<file path="src/rtl/unidad_control_multiciclo.sv">
// Multi-cycle MIPS control FSM: fetch/decode/execute/memory/write-back with memory-ready stalls.
// Optional macro UC_EXCEPTION_EN: illegal opcodes redirect the PC to the exception vector.
module unidad_control_multiciclo #(
   parameter int unsigned OPCODE_W = 6,
   parameter int unsigned ALUOP_W  = 3,
   parameter int unsigned RA_INDEX = 31
) (
   input  logic                clk,
   input  logic                reset,
   input  logic [OPCODE_W-1:0] opcode,
   input  logic                mem_ready,
   output logic                pc_write,
   output logic                pc_write_cond,
   output logic [1:0]          branch_type,
   output logic                i_or_d,
   output logic                mem_read,
   output logic                mem_write,
   output logic                ir_write,
   output logic                mem_to_reg,
   output logic [1:0]          pc_source,
   output logic [ALUOP_W-1:0]  alu_op,
   output logic                alu_src_a,
   output logic [1:0]          alu_src_b,
   output logic                reg_write,
   output logic                reg_dst,
   output logic                jump_and_link,
   output logic [4:0]          ra_index,
   output logic                illegal_op,
   output logic [3:0]          state
);

   localparam logic [OPCODE_W-1:0] OP_R    = OPCODE_W'(6'b000000);
   localparam logic [OPCODE_W-1:0] OP_ADDI = OPCODE_W'(6'b001000);
   localparam logic [OPCODE_W-1:0] OP_ANDI = OPCODE_W'(6'b001100);
   localparam logic [OPCODE_W-1:0] OP_ORI  = OPCODE_W'(6'b001101);
   localparam logic [OPCODE_W-1:0] OP_SLTI = OPCODE_W'(6'b001010);
   localparam logic [OPCODE_W-1:0] OP_LW   = OPCODE_W'(6'b100011);
   localparam logic [OPCODE_W-1:0] OP_SW   = OPCODE_W'(6'b101011);
   localparam logic [OPCODE_W-1:0] OP_BEQ  = OPCODE_W'(6'b000100);
   localparam logic [OPCODE_W-1:0] OP_BNE  = OPCODE_W'(6'b000101);
   localparam logic [OPCODE_W-1:0] OP_BGTZ = OPCODE_W'(6'b000111);
   localparam logic [OPCODE_W-1:0] OP_J    = OPCODE_W'(6'b000010);
   localparam logic [OPCODE_W-1:0] OP_JAL  = OPCODE_W'(6'b000011);

   typedef enum logic [3:0] {
      FETCH    = 4'd0,
      DECODE   = 4'd1,
      EXEC_R   = 4'd2,
      WB_R     = 4'd3,
      EXEC_I   = 4'd4,
      WB_I     = 4'd5,
      MEM_ADDR = 4'd6,
      MEM_RD   = 4'd7,
      WB_MEM   = 4'd8,
      MEM_WR   = 4'd9,
      BRANCH   = 4'd10,
      JUMP     = 4'd11,
      JAL      = 4'd12,
      ILLEGAL  = 4'd13
   } state_t;

   state_t     state_q;
   logic [2:0] alu3;
   logic [2:0] imm_alu;

   always_ff @(posedge clk) begin
      if (reset) begin
         state_q <= FETCH;
      end else begin
         case (state_q)
            FETCH:    if (mem_ready) state_q <= DECODE;
            DECODE: begin
               case (opcode)
                  OP_R:                              state_q <= EXEC_R;
                  OP_ADDI, OP_ANDI, OP_ORI, OP_SLTI: state_q <= EXEC_I;
                  OP_LW, OP_SW:                      state_q <= MEM_ADDR;
                  OP_BEQ, OP_BNE, OP_BGTZ:           state_q <= BRANCH;
                  OP_J:                              state_q <= JUMP;
                  OP_JAL:                            state_q <= JAL;
                  default:                           state_q <= ILLEGAL;
               endcase
            end
            EXEC_R:   state_q <= WB_R;
            EXEC_I:   state_q <= WB_I;
            MEM_ADDR: state_q <= (opcode == OP_LW) ? MEM_RD : MEM_WR;
            MEM_RD:   if (mem_ready) state_q <= WB_MEM;
            MEM_WR:   if (mem_ready) state_q <= FETCH;
            default:  state_q <= FETCH;
         endcase
      end
   end

   // IR is stable until the next FETCH, so the opcode can be re-decoded in later states.
   always_comb begin
      case (opcode)
         OP_ANDI: imm_alu = 3'b100;
         OP_ORI:  imm_alu = 3'b101;
         OP_SLTI: imm_alu = 3'b111;
         default: imm_alu = 3'b000;
      endcase
   end

   always_comb begin
      pc_write      = 1'b0;
      pc_write_cond = 1'b0;
      branch_type   = 2'b00;
      i_or_d        = 1'b0;
      mem_read      = 1'b0;
      mem_write     = 1'b0;
      ir_write      = 1'b0;
      mem_to_reg    = 1'b0;
      pc_source     = 2'b00;
      alu3          = 3'b000;
      alu_src_a     = 1'b0;
      alu_src_b     = 2'b00;
      reg_write     = 1'b0;
      reg_dst       = 1'b0;
      jump_and_link = 1'b0;
      illegal_op    = 1'b0;
      // Strobes are suppressed for the whole reset cycle, whatever the current state.
      if (!reset) begin
         case (state_q)
            FETCH: begin
               mem_read  = 1'b1;
               alu_src_b = 2'b01;
               ir_write  = mem_ready;
               pc_write  = mem_ready;
            end
            DECODE: alu_src_b = 2'b11;
            EXEC_R: begin
               alu_src_a = 1'b1;
               alu3      = 3'b010;
            end
            WB_R: begin
               reg_write = 1'b1;
               reg_dst   = 1'b1;
               alu3      = 3'b010;
            end
            EXEC_I: begin
               alu_src_a = 1'b1;
               alu_src_b = 2'b10;
               alu3      = imm_alu;
            end
            WB_I: begin
               reg_write = 1'b1;
               alu3      = imm_alu;
            end
            MEM_ADDR: begin
               alu_src_a = 1'b1;
               alu_src_b = 2'b10;
            end
            MEM_RD: begin
               mem_read = 1'b1;
               i_or_d   = 1'b1;
            end
            WB_MEM: begin
               reg_write  = 1'b1;
               mem_to_reg = 1'b1;
            end
            MEM_WR: begin
               mem_write = 1'b1;
               i_or_d    = 1'b1;
            end
            BRANCH: begin
               alu_src_a     = 1'b1;
               pc_write_cond = 1'b1;
               pc_source     = 2'b01;
               if (opcode == OP_BGTZ) begin
                  alu3        = 3'b110;
                  branch_type = 2'b10;
               end else begin
                  alu3        = 3'b001;
                  branch_type = (opcode == OP_BNE) ? 2'b01 : 2'b00;
               end
            end
            JUMP: begin
               pc_write  = 1'b1;
               pc_source = 2'b10;
            end
            JAL: begin
               pc_write      = 1'b1;
               pc_source     = 2'b10;
               reg_write     = 1'b1;
               jump_and_link = 1'b1;
            end
            ILLEGAL: begin
               illegal_op = 1'b1;
`ifdef UC_EXCEPTION_EN
               pc_write   = 1'b1;
               pc_source  = 2'b11;
`endif
            end
            default: ;
         endcase
      end
   end

   assign alu_op   = ALUOP_W'(alu3);
   assign ra_index = 5'(RA_INDEX);
   assign state    = state_q;

endmodule

</file>
<file path="config.mk">
export PLATFORM = sky130hd
export DESIGN_NAME = unidad_control_multiciclo
export DESIGN_NICKNAME = d
export VERILOG_FILES = /design/src/rtl/unidad_control_multiciclo.sv
export SDC_FILE = /design/constraint.sdc
export NUM_CORES = 1
export LEC_CHECK = 0
export BUFFER_PORTS_ARGS = -buffer_cell sky130_fd_sc_hd__buf_2
export CAP_MARGIN = 20
export CORE_AREA = 2 2 46 48
export DETAILED_ROUTE_END_ITERATION = 10
export DIE_AREA = 0 0 48 50
export GPL_ROUTABILITY_DRIVEN = 0
export GPL_TIMING_DRIVEN = 0
export PLACE_DENSITY = 0.75
export SYNTH_ARGS = -nofsm -noshare
export SYNTH_HDL_FRONTEND = slang
export SYNTH_SLANG_ARGS = --single-unit
</file>
<file path="constraint.sdc">
create_clock -name clk -period 2 [get_ports clk]
set_input_delay 0.3 -clock clk [delete_from_list [all_inputs] [get_ports clk]]
set_output_delay 0.3 -clock clk [all_outputs]
set_load 0.005 [all_outputs]
</file>
==> summary.md, run 1 <==
| Metric | Value |
|---|---|
| Top Layer Used | `met4` |
| Min-delay worst type | `input pin to flop` |
| Reg-to-reg setup timing slack | `0.32 ns` |
| RSZ-0062 raised after global routing | `true` |
| # rows | `16` |
| Fraction of registers with async set/reset | `0` |
| CTS tree | `yes` |
| Util after Layout | `0.5908` |
| Worst Path Max Fanout | `3` |
| Iter 0 DRT Violations | `43` |
| Wire length on met1 | `1133 um` |
| CP dominant cell by count | `or4_4` |
| Placed cell areas | `slightly above 0.001 sq mm` |
| Failing checks | `negative setup slack` |
| Hold Vio Cnt, Final | `0` |
| Type of destination of the critical path | `output port` |
| Overall routing resource usage | `0.2380` |
| Netlist cell types | `45` |
| Arr. time, crit path | `approximately 1.8 ns` |
| Clk root buf | `clkbuf_4` |
| Yosys warns | `0` |
| Largest register FFs | `4` |
| EDFF count, synth | `0` |
| Clock sinks | `4` |
| RR Startpoint | `state[1]$_SDFFE_PP0P_` |
| Final setup fails | `2` |
| Chip width | `between 40 and 50 um` |
| TritonCTS Buffers | `3` |
| MaxCap Viol Count | `0` |
| Via count | `around 1.1k` |
| Critical-path top delay cell | `or4_4` |
| WL per Instance | `~13 um` |
| Post-DP HPWL | `between 1500 and 2000 um` |
| Mapped Area | `about 820 sq um` |
| Reg clk slew, reported paths | `about 0.040 ns` |
| Worst Slack Setup Final | `-0.1058 ns` |
| Met2 WL | `between 1000 and 1500 um` |
| H-tree levels | `1` |
| Core box area | `between 0.0015 and 0.002 sq mm` |
| Synthesized instance count | `roughly 130` |
| Die ar. | `0.002400 sq mm` |
| Dominant synthesized flop cell | `dfxtp_1` |
| Area grow syn2layout | `37.52%` |
| Vias in the first global route | `roughly 900` |
| Final worst path period need | `around 2.1 ns` |
| Setup Skew | `approximately 0.0029 ns` |
| N_diodes | `0` |
| WHS Endpoint | `state[1]$_SDFFE_PP0P_` |
| Nets@finish | `between 150 and 200` |
| Crit path cell chain | `or4_4, or4_4, a21boi_2, buf_2` |
| Design area | `roughly 0.0011 sq mm` |
| Slew Viols, Final | `0` |
| DR vias/cell | `5.578` |
| Worst skew pair latency | `between 0.2 and 0.3 ns` |
| Largest net degree at the start of global routing | `11` |
| Detail Route Antenna Nets | `0` |
| Status | `finished with violations` |
| Hold depth | `2` |
| Largest stage delay on the critical path | `0.55 ns` |
| Reg2reg path depth | `5` |
| Req. time, crit path | `approximately 1.7 ns` |
| Worst IR Drop VDD | `0.0003421 V` |
| Upper clock frequency limit | `approximately 470 MHz` |
| Register area share after synthesis | `0.09801` |
| Ports | `39` |
| Pwr per Cell Area | `between 700 and 800 mW/mm^2` |
| Initial DRT Pass Iterations | `4` |
| Die Y | `roughly 50 um` |
| Clock buffer depth | `2` |
| Period utilisation layout | `1.053` |
| Buf/Inv on CP | `1` |
| Layout cell share with drive strength beyond 1 | `0.3488` |
| WL met3 | `between 150 and 200 um` |
| Fillers | `203` |
| Setup TNS | `-0.1182 ns` |
| GR Overflow Total | `0` |
| Initial Util | `0.4296` |
| Synthesized area per cell | `6.143 sq um` |
| Setup Crit Path Kind | `flop to output port` |
| Yosys reg bits | `4` |
| Hold_buf cts | `0` |
| Crit path from | `state[1]$_SDFFE_PP0P_` |
| # DRC | `0` |
| First-pass GRT wire length | `4195 um` |
| Crit start category | `flop` |
| Initial antenna violation count | `0` |
| P_leak | `0.4952 nW` |
| WL final | `2604 um` |
| Reg2reg end | `state[3]$_SDFFE_PP0P_` |
| Delay-heaviest family, CP | `simple AND/OR/NAND/NOR gates` |
| PortBufs | `29` |
| HP Start | `opcode[4]` |
cell type report:
type | instances | area [sq um] | area share
buffer | 19 | 107.6 | 0.09577
clock buffer | 3 | 22.52 | 0.02004
inverter | 5 | 22.52 | 0.02004
multi-input combinational | 108 | 676.9 | 0.6024
sequential | 4 | 85.08 | 0.07572
tap | 27 | 33.78 | 0.03007
timing repair buffer | 33 | 175.2 | 0.1559
layer usage:
layer,vias to the layer above,GRT usage
met3,8,0.02564
met4,0,0.1081
met1,503,0.3392
met2,55,0.3467
met5,-,0
li1,544,-
cells in the final DEF (no fill, tap or decap), types with 3 or more instances in the layout:
cell | Yosys | final
buf_4 | 6 | 10
nor4_1 | 3 | 3
a21oi_1 | 11 | 11
conb_1 | 1 | 5
buf_2 | 0 | 30
nor2_1 | 21 | 21
o211ai_1 | 4 | 4
or3_1 | 4 | 4
nand2b_1 | 7 | 7
clkbuf_4 | 0 | 3
nor3_1 | 5 | 5
clkbuf_1 | 12 | 7
o21ai_1 | 3 | 3
clkbuf_2 | 0 | 4
o21ai_0 | 4 | 4
nand3_1 | 6 | 6
inv_1 | 4 | 3
nand2_1 | 6 | 6
where the power goes:
part / internal, mW / switching, mW / leakage, nW
clock: 0.0676 / 0.0410 / 0.0138
combinational: 0.257 / 0.352 / 0.447
sequential: 0.108 / 0.0267 / 0.0340
total: 0.432 / 0.420 / 0.495
repair_timing:
action / in CTS / in global routing
setup buffers: 2 / 2
pin swaps: 3 / 4
endpoints found under the setup margin: 8 / 9
gates resized for setup: 9 / 12
cells by family after synthesis:
group | count (synthesis) | synth area share
XOR/XNOR | 1 | 0.01072
buffers and inverters | 25 | 0.1516
AO/OA/AOI/OAI | 35 | 0.2818
AND/OR/NAND/NOR | 66 | 0.4411
flip-flops | 4 | 0.09801
other | 1 | 0.004590
multiplexers | 1 | 0.01225
how the worst max path moves through the flow:
stage	endpoint	slack (ns)	depth (start not counted)
5_1_grt	alu_op[2]	-0.16	4
3_3_place_gp	alu_op[1]	0.05	6
3_5_place_dp	alu_op[0]	0.03	6
6_report	alu_op[2]	-0.11	4
4_1_cts	alu_op[2]	-0.20	4
2_1_floorplan	alu_op[2]	0.17	4
Yosys cell counts (3+ instances only):
| master | instances | area [sq um] |
|---|---|---|
| or3_1 | 4 | 25.02 |
| nor2_1 | 21 | 78.83 |
| nor3_1 | 5 | 25.02 |
| o21ai_0 | 4 | 20.02 |
| nand2b_1 | 7 | 43.79 |
| dfxtp_1 | 4 | 80.08 |
| inv_1 | 4 | 15.01 |
| nand2_1 | 6 | 22.52 |
| o211ai_1 | 4 | 30.03 |
| o21ai_1 | 3 | 15.01 |
| buf_4 | 6 | 45.04 |
| nor4_1 | 3 | 18.77 |
| a21oi_1 | 11 | 55.05 |
| nand3_1 | 6 | 30.03 |
| clkbuf_1 | 12 | 45.04 |
through the flow:
| stage | setup WS [ns] | instances | hold WS, ns | power [mW] |
|---|---|---|---|---|
| 2_1_floorplan | 0.1667 | 137 | 0.4010 | 0.5083 |
| 3_3_place_gp | 0.05362 | 193 | 0.6160 | 0.6558 |
| 3_5_place_dp | 0.02660 | 193 | 0.6023 | 0.6689 |
| 4_1_cts | -0.2005 | 198 | 0.3446 | 0.8181 |
| 5_1_grt | -0.1584 | 199 | 0.3803 | 0.9225 |
| 6_report | -0.1058 | 199 | 0.3550 | 0.8522 |
No activity file was read; power rests on OpenSTA's default activity.
==> run 2, diff against run 1 <==
--- a/config.mk
+++ b/config.mk
@@ -10,9 +10,9 @@
 export CORE_AREA = 2 2 46 48
 export DETAILED_ROUTE_END_ITERATION = 10
 export DIE_AREA = 0 0 48 50
-export GPL_ROUTABILITY_DRIVEN = 0
 export GPL_TIMING_DRIVEN = 0
 export PLACE_DENSITY = 0.75
+export RECOVER_POWER = 100
 export SYNTH_ARGS = -nofsm -noshare
 export SYNTH_HDL_FRONTEND = slang
 export SYNTH_SLANG_ARGS = --single-unit
==> run 2 against run 1 <==
The flow still finishes with violations (negative setup slack). First-iteration DRC count is 47% higher. Hold slack improved by 0.00098 ns. Largest power group unchanged. Clock power barely moved. Register-to-register slack lost 0.16 ns. Combinational power decreased by 2%. Sequential share of layout area grew 0.094 points.
==> summary.md, run 2 (synthesized netlist as in run 1, its figures left out) <==
| Metric | Value |
|---|---|
| Setup Crit Path Kind | `flop to output port` |
| Worst skew pair latency | `0.25 ns (about the same)` |
| Overall power | `0.8384 mW (-1.6%)` |
| Pwr per Cell Area | `755.4 mW/mm^2 (-0.41%)` |
| DR vias/cell | `5.598 (+0.36%)` |
| Initial Util | `0.4296 (unchanged)` |
| Critical-path top delay cell | `or4_4` |
| Slew Viols, Final | `0 (unchanged)` |
| Hold Vio Cnt, Final | `0 (unchanged)` |
| Setup TNS | `-0.1721 ns (-0.05389 ns)` |
| N_diodes | `0 (unchanged)` |
| MaxCap Viol Count | `0 (unchanged)` |
| Type of destination of the critical path | `output port` |
| CP dominant cell by count | `or4_4` |
| CTS tree | `yes` |
| Initial DRT Pass Iterations | `4 (unchanged)` |
| Area grow syn2layout | `35.83%` |
| PortBufs | `29 (unchanged)` |
| RSZ-0062 raised after global routing | `true` |
| Clock buffer depth | `2 (unchanged)` |
| Placer Congestion | `between 0.9 and 1` |
| Overall routing resource usage | `0.2380 (unchanged)` |
| Final worst path period need | `2.103 ns (-0.002855 ns)` |
| Delay-heaviest family, CP | `simple AND/OR/NAND/NOR gates` |
| Setup Skew | `0.001774 ns (-0.001136 ns)` |
| GR Overflow Total | `0 (unchanged)` |
| Setup WS pre-CTS | `0.02660 ns (unchanged)` |
| Fillers | `208 (+2.5%)` |
| Upper clock frequency limit | `475.5 MHz (+0.14%)` |
| Largest net degree at the start of global routing | `11 (unchanged)` |
| First-pass GRT wire length | `4195 um (unchanged)` |
| Iter 0 DRT Violations | `63 (+47%)` |
| NetSw | `0.4199 mW (about the same)` |
| H-tree levels | `1 (unchanged)` |
| Comb pwr share | `0.711 (-0.004)` |
| Worst Path Max Fanout | `3 (unchanged)` |
| Worst IR Drop VDD | `0.0003367 V (-1.6%)` |
| Status | `finished with violations` |
| Buf/Inv on CP | `1 (unchanged)` |
| Req. time, crit path | `1.70 ns (about the same)` |
| Largest register FFs | `4 (unchanged)` |
| Sequential share of power | `0.161 (+0.003)` |
| Min-delay worst type | `input pin to flop` |
| Failing checks | `negative setup slack` |
| Initial antenna violation count | `0 (unchanged)` |
| # DRC | `0 (unchanged)` |
| Reg clk slew, reported paths | `0.04 ns (about the same)` |
| Nets@finish | `183 (unchanged)` |
| Vias in the first global route | `896 (unchanged)` |
| Arr. time, crit path | `1.80 ns (about the same)` |
| Die Y | `50 um (unchanged)` |
| Clock share of power | `0.128 (about the same)` |
| Most common cell after layout, fill and taps aside | `nor2_1` |
| P_leak | `0.4618 nW (-6.7%)` |
| Pint | `0.4185 mW (-3.2%)` |
| Chip width | `48 um (unchanged)` |
| Clock sinks | `4 (unchanged)` |
| Largest stage delay on the critical path | `0.55 ns (about the same)` |
| Clk root buf | `clkbuf_4` |
| Reg-to-reg setup timing slack | `0.16 ns (-0.16 ns)` |
| Commonest non-fill, non-tap cells in the layout | `21 x nor2_1, 20 x buf_2, 14 x clkbuf_1, 11 x a21oi_1, 9 x buf_4` |
| Reg area | `85.08 sq um (unchanged)` |
| Worst Slack Setup Final | `-0.1030 ns (+0.002855 ns)` |
| Post-DP HPWL | `1802 um (unchanged)` |
| Period utilisation layout | `1.051 (-0.001428)` |
| Via count | `1114 (+0.36%)` |
| Final setup fails | `3 (+1)` |
| # rows | `16 (unchanged)` |
| Crit path cell chain | `or4_4, or4_4, a21boi_2, buf_2` |
| WL per Instance | `13.22 um (+1.0%)` |
| Switching share of power | `0.5008 (+0.008303)` |
| Ports | `39 (unchanged)` |
| Multi-input logic area | `674.4 sq um (-0.37%)` |
| Detail Route Antenna Nets | `0 (unchanged)` |
| TritonCTS Buffers | `3 (unchanged)` |
| Die ar. | `0.002400 sq mm (unchanged)` |
| Core box area | `0.001902 sq mm (unchanged)` |
| Crit start category | `flop` |
| Layout cell share with drive strength beyond 1 | `0.3023 (-0.04651)` |
| WL final | `2630 um (+1.0%)` |
[run 2: cell count changes in the layout (fill, tap and decap cells not counted), sizes merged]
cell | previous run | this run
buf | 41 | 30
clkbuf | 14 | 25
[run 2: what timing repair did]
action,in CTS,in global routing
hold endpoints to repair,0,0
hold buffers,0,0
pin swaps,3,4
endpoints found under the setup margin,8,9
buffers inserted,2,2
resized for setup,9,12
[run 2: final timing paths]
check | from | to | depth (start not counted)
setup / recovery | state[1]$_SDFFE_PP0P_ | alu_op[2] | 4
setup reg to reg | state[3]$_SDFFE_PP0P_ | state[3]$_SDFFE_PP0P_ | 5
hold reg to reg | state[0]$_SDFFE_PP0P_ | state[3]$_SDFFE_PP0P_ | 4
hold / removal | opcode[4] | state[1]$_SDFFE_PP0P_ | 2
[run 2: layout make-up]
class	count	area share
multi-input cells	108	0.6077
repair buffers	33	0.1477
plain buffers	19	0.09696
flip-flops and latches	4	0.07666
well taps	27	0.03044
clock buffers	3	0.02029
inverters	5	0.02029
[run 2: worst register-to-register path: cells and delay by family, from the launching register on]
kind	cells	cell delay (ns)
flops	1	0.34
simple gates	2	0.88
buf+inv	1	0.28
compound gates	2	0.27
[run 2: layer usage]
metal  track usage  share of wire  vias up
li1              -              -      543
met1        0.3392           0.41      507
met2        0.3467           0.48       60
met3       0.02564          0.097        4
met4        0.1081          0.015        0
met5             0              0        -
[run 2: power by group through the flow]
stage	combinational [mW]	clock [mW]	sequential, mW
finish	0.596	0.107	0.135
global route	0.656	0.115	0.138
CTS	0.575	0.110	0.132
detailed placement	0.533	0	0.136
global placement	0.524	0	0.132
floorplan	0.379	0	0.129
[run 2: stage by stage]
stage                     instance area, sq um  hold WS, ns  utilization  instances
after floorplan                          832.0       0.4010            -        137
after global placement                    1011       0.6160       0.5316        193
after detailed placement                  1011       0.6023       0.5316        193
after CTS                                 1082       0.3446       0.5691        198
after global routing                      1110       0.3803       0.5836        199
final                                     1110       0.3560       0.5836        199
==> run 3, diff against run 2 <==
--- a/config.mk
+++ b/config.mk
@@ -13,6 +13,7 @@
 export GPL_TIMING_DRIVEN = 0
 export PLACE_DENSITY = 0.75
 export RECOVER_POWER = 100
+export REMOVE_ABC_BUFFERS = 1
 export SYNTH_ARGS = -nofsm -noshare
 export SYNTH_HDL_FRONTEND = slang
 export SYNTH_SLANG_ARGS = --single-unit
==> run 3 against run 2 <==
The flow still finishes with violations (negative setup slack). Combinational power decreased by 25%. Cell area shrank 10%. Hold slack worse by 0.011 ns. Via count is 8.7% lower. Final cell count is 8.0% lower. Non-clock buffer count decreased by 16. Critical path type unchanged. Largest power group unchanged.
==> summary.md, run 3 (synthesized netlist as in run 1, its figures left out) <==
| Metric | Value |
|---|---|
| Setup WS pre-CTS | `-0.1136 ns (-0.1402 ns)` |
| Die Y | `50 um (unchanged)` |
| Commonest non-fill, non-tap cells in the layout | `21 x nor2_1, 19 x buf_2, 11 x a21oi_1, 8 x clkbuf_1, 7 x nand2b_1` |
| Final worst path period need | `2.095 ns (-0.008329 ns)` |
| Met2 WL | `1105 um (-12%)` |
| Fillers | `202 (-2.9%)` |
| Arr. time, crit path | `1.79 ns (about the same)` |
| Type of destination of the critical path | `output port` |
| Overall routing resource usage | `0.2099 (-0.02813)` |
| DR vias/cell | `5.557 (-0.73%)` |
| Largest stage delay on the critical path | `0.55 ns (about the same)` |
| Req. time, crit path | `1.70 ns (about the same)` |
| Clock sinks | `4 (unchanged)` |
| Hold_ws | `0.3451 ns (-0.01086 ns)` |
| P_leak | `0.3956 nW (-14%)` |
| Hold_buf cts | `0 (unchanged)` |
| Top Layer Used | `met4` |
| Final setup fails | `2 (-1)` |
| Overall power | `0.7605 mW (-9.3%)` |
| MaxCap Viol Count | `0 (unchanged)` |
| PortBufs | `33 (+14%)` |
| Crit path cell chain | `or4_4, or4_1, a21boi_1, buf_2` |
| Setup Skew | `0.005642 ns (+0.003868 ns)` |
| Delay-heaviest family, CP | `simple AND/OR/NAND/NOR gates` |
| Ports | `39 (unchanged)` |
| Period utilisation layout | `1.047 (-0.004165)` |
| H-tree levels | `1 (unchanged)` |
| Reg clk slew, reported paths | `0.04 ns (about the same)` |
| Pwr per Cell Area | `761.7 mW/mm^2 (+0.83%)` |
| RSZ-0062 raised after global routing | `true` |
| WL per Instance | `12.65 um (-4.3%)` |
| Nets@finish | `167 (-8.7%)` |
| Detail Route Antenna Nets | `0 (unchanged)` |
| TritonCTS Buffers | `3 (unchanged)` |
| First-pass GRT wire length | `3788 um (-9.7%)` |
| Worst IR Drop VDD | `0.0003242 V (-3.7%)` |
| Most common cell after layout, fill and taps aside | `nor2_1` |
| Initial DRT Pass Iterations | `6 (+2)` |
| Hold Vio Cnt, Final | `0 (unchanged)` |
| Via count | `1017 (-8.7%)` |
| Layout cell share with drive strength beyond 1 | `0.2500 (-0.05233)` |
| Post-DP HPWL | `1569 um (-13%)` |
| # DRC | `0 (unchanged)` |
| Initial Util | `0.4296 (unchanged)` |
| Clk root buf | `clkbuf_4` |
| Area grow syn2layout | `22.21%` |
| Core box area | `0.001902 sq mm (unchanged)` |
| Upper clock frequency limit | `477.4 MHz (+0.40%)` |
| Iter 0 DRT Violations | `23 (-63%)` |
| CTS tree | `yes` |
| Wire length on met1 | `1037 um (-4.0%)` |
| Largest net degree at the start of global routing | `24 (+13)` |
| Worst skew pair latency | `0.24 ns (about the same)` |
| Die ar. | `0.002400 sq mm (unchanged)` |
| N_diodes | `0 (unchanged)` |
| WL met3 | `144 um (-44%)` |
| Chip width | `48 um (unchanged)` |
| Setup Crit Path Kind | `flop to output port` |
| Buf/Inv on CP | `1 (unchanged)` |
| Critical-path top delay cell | `or4_4` |
| Clock buffer depth | `2 (unchanged)` |
| Status | `finished with violations` |
| Placer Congestion | `0.8438 (-7.2%)` |
| Min-delay worst type | `input pin to flop` |
| GR Overflow Total | `0 (unchanged)` |
| Largest register FFs | `4 (unchanged)` |
| Vias in the first global route | `862 (-3.8%)` |
| Worst Path Max Fanout | `3 (unchanged)` |
| # rows | `16 (unchanged)` |
| Failing checks | `negative setup slack` |
| WL final | `2315 um (-12%)` |
| Slew Viols, Final | `0 (unchanged)` |
| Worst Slack Setup Final | `-0.09463 ns (+0.008329 ns)` |
| Initial antenna violation count | `0 (unchanged)` |
| Crit start category | `flop` |
## run 3: layout make-up
class	instances	area, sq um	share of cell area
clock buffers	3	22.52	0.02256
flip-flops and latches	4	88.84	0.08897
inverters	5	18.77	0.01880
repair buffers	36	177.7	0.1779
well taps	27	33.78	0.03383
multi-input cells	108	656.9	0.6579
## run 3: layer usage
| metal | up-vias | track usage |
|---|---|---|
| li1 | 513 | - |
| met1 | 465 | 0.3028 |
| met2 | 35 | 0.3067 |
| met3 | 4 | 0.01832 |
| met4 | 0 | 0.09009 |
| met5 | - | 0 |
## run 3: worst reg2reg max path, delay by kind of cell, from the launching register on
kind | cells | cell delay, ns
flip-flops | 1 | 0.35
buffers and inverters | 1 | 0.22
AO/OA/AOI/OAI | 2 | 0.29
AND/OR/NAND/NOR | 2 | 0.84
## run 3: timing repair
item                                    4_1_cts  5_1_grt
gates resized for setup                       5        7
endpoints found under the setup margin        9        8
setup buffers                                 3        0
pin swaps                                     1        0
## run 3: path summary, 6_finish.rpt
path | from | endpoint | slack (ns) | cells past startpoint
worst min-delay path | opcode[4] | state[1]$_SDFFE_PP0P_ | 0.35 | 2
worst max-delay path | state[1]$_SDFFE_PP0P_ | alu_op[2] | -0.09 | 4
worst max register to register | state[3]$_SDFFE_PP0P_ | state[3]$_SDFFE_PP0P_ | 0.22 | 5
worst min register to register | state[0]$_SDFFE_PP0P_ | state[2]$_SDFFE_PP0P_ | 0.68 | 2
## run 3: through the flow
| stage | cell area, sq um | std cells | util | TNS (ns) |
|---|---|---|---|---|
| 6_report | 998.5 | 183 | 0.5250 | -0.1576 |
| 2_1_floorplan | 726.9 | 117 | - | 0 |
| 4_1_cts | 977.2 | 183 | 0.5138 | -0.2650 |
| 3_5_place_dp | 925.9 | 177 | 0.4868 | -0.2517 |
| 3_3_place_gp | 925.9 | 177 | 0.4868 | -0.2023 |
| 5_1_grt | 998.5 | 183 | 0.5250 | -0.4473 |
## run 3: power breakdown
| group | switching [mW] | internal, mW |
|---|---|---|
| Sequential | 0.100 | 0.112 |
| Clock | 0.0356 | 0.0673 |
| Combinational | 0.241 | 0.205 |
| Total | 0.377 | 0.384 |
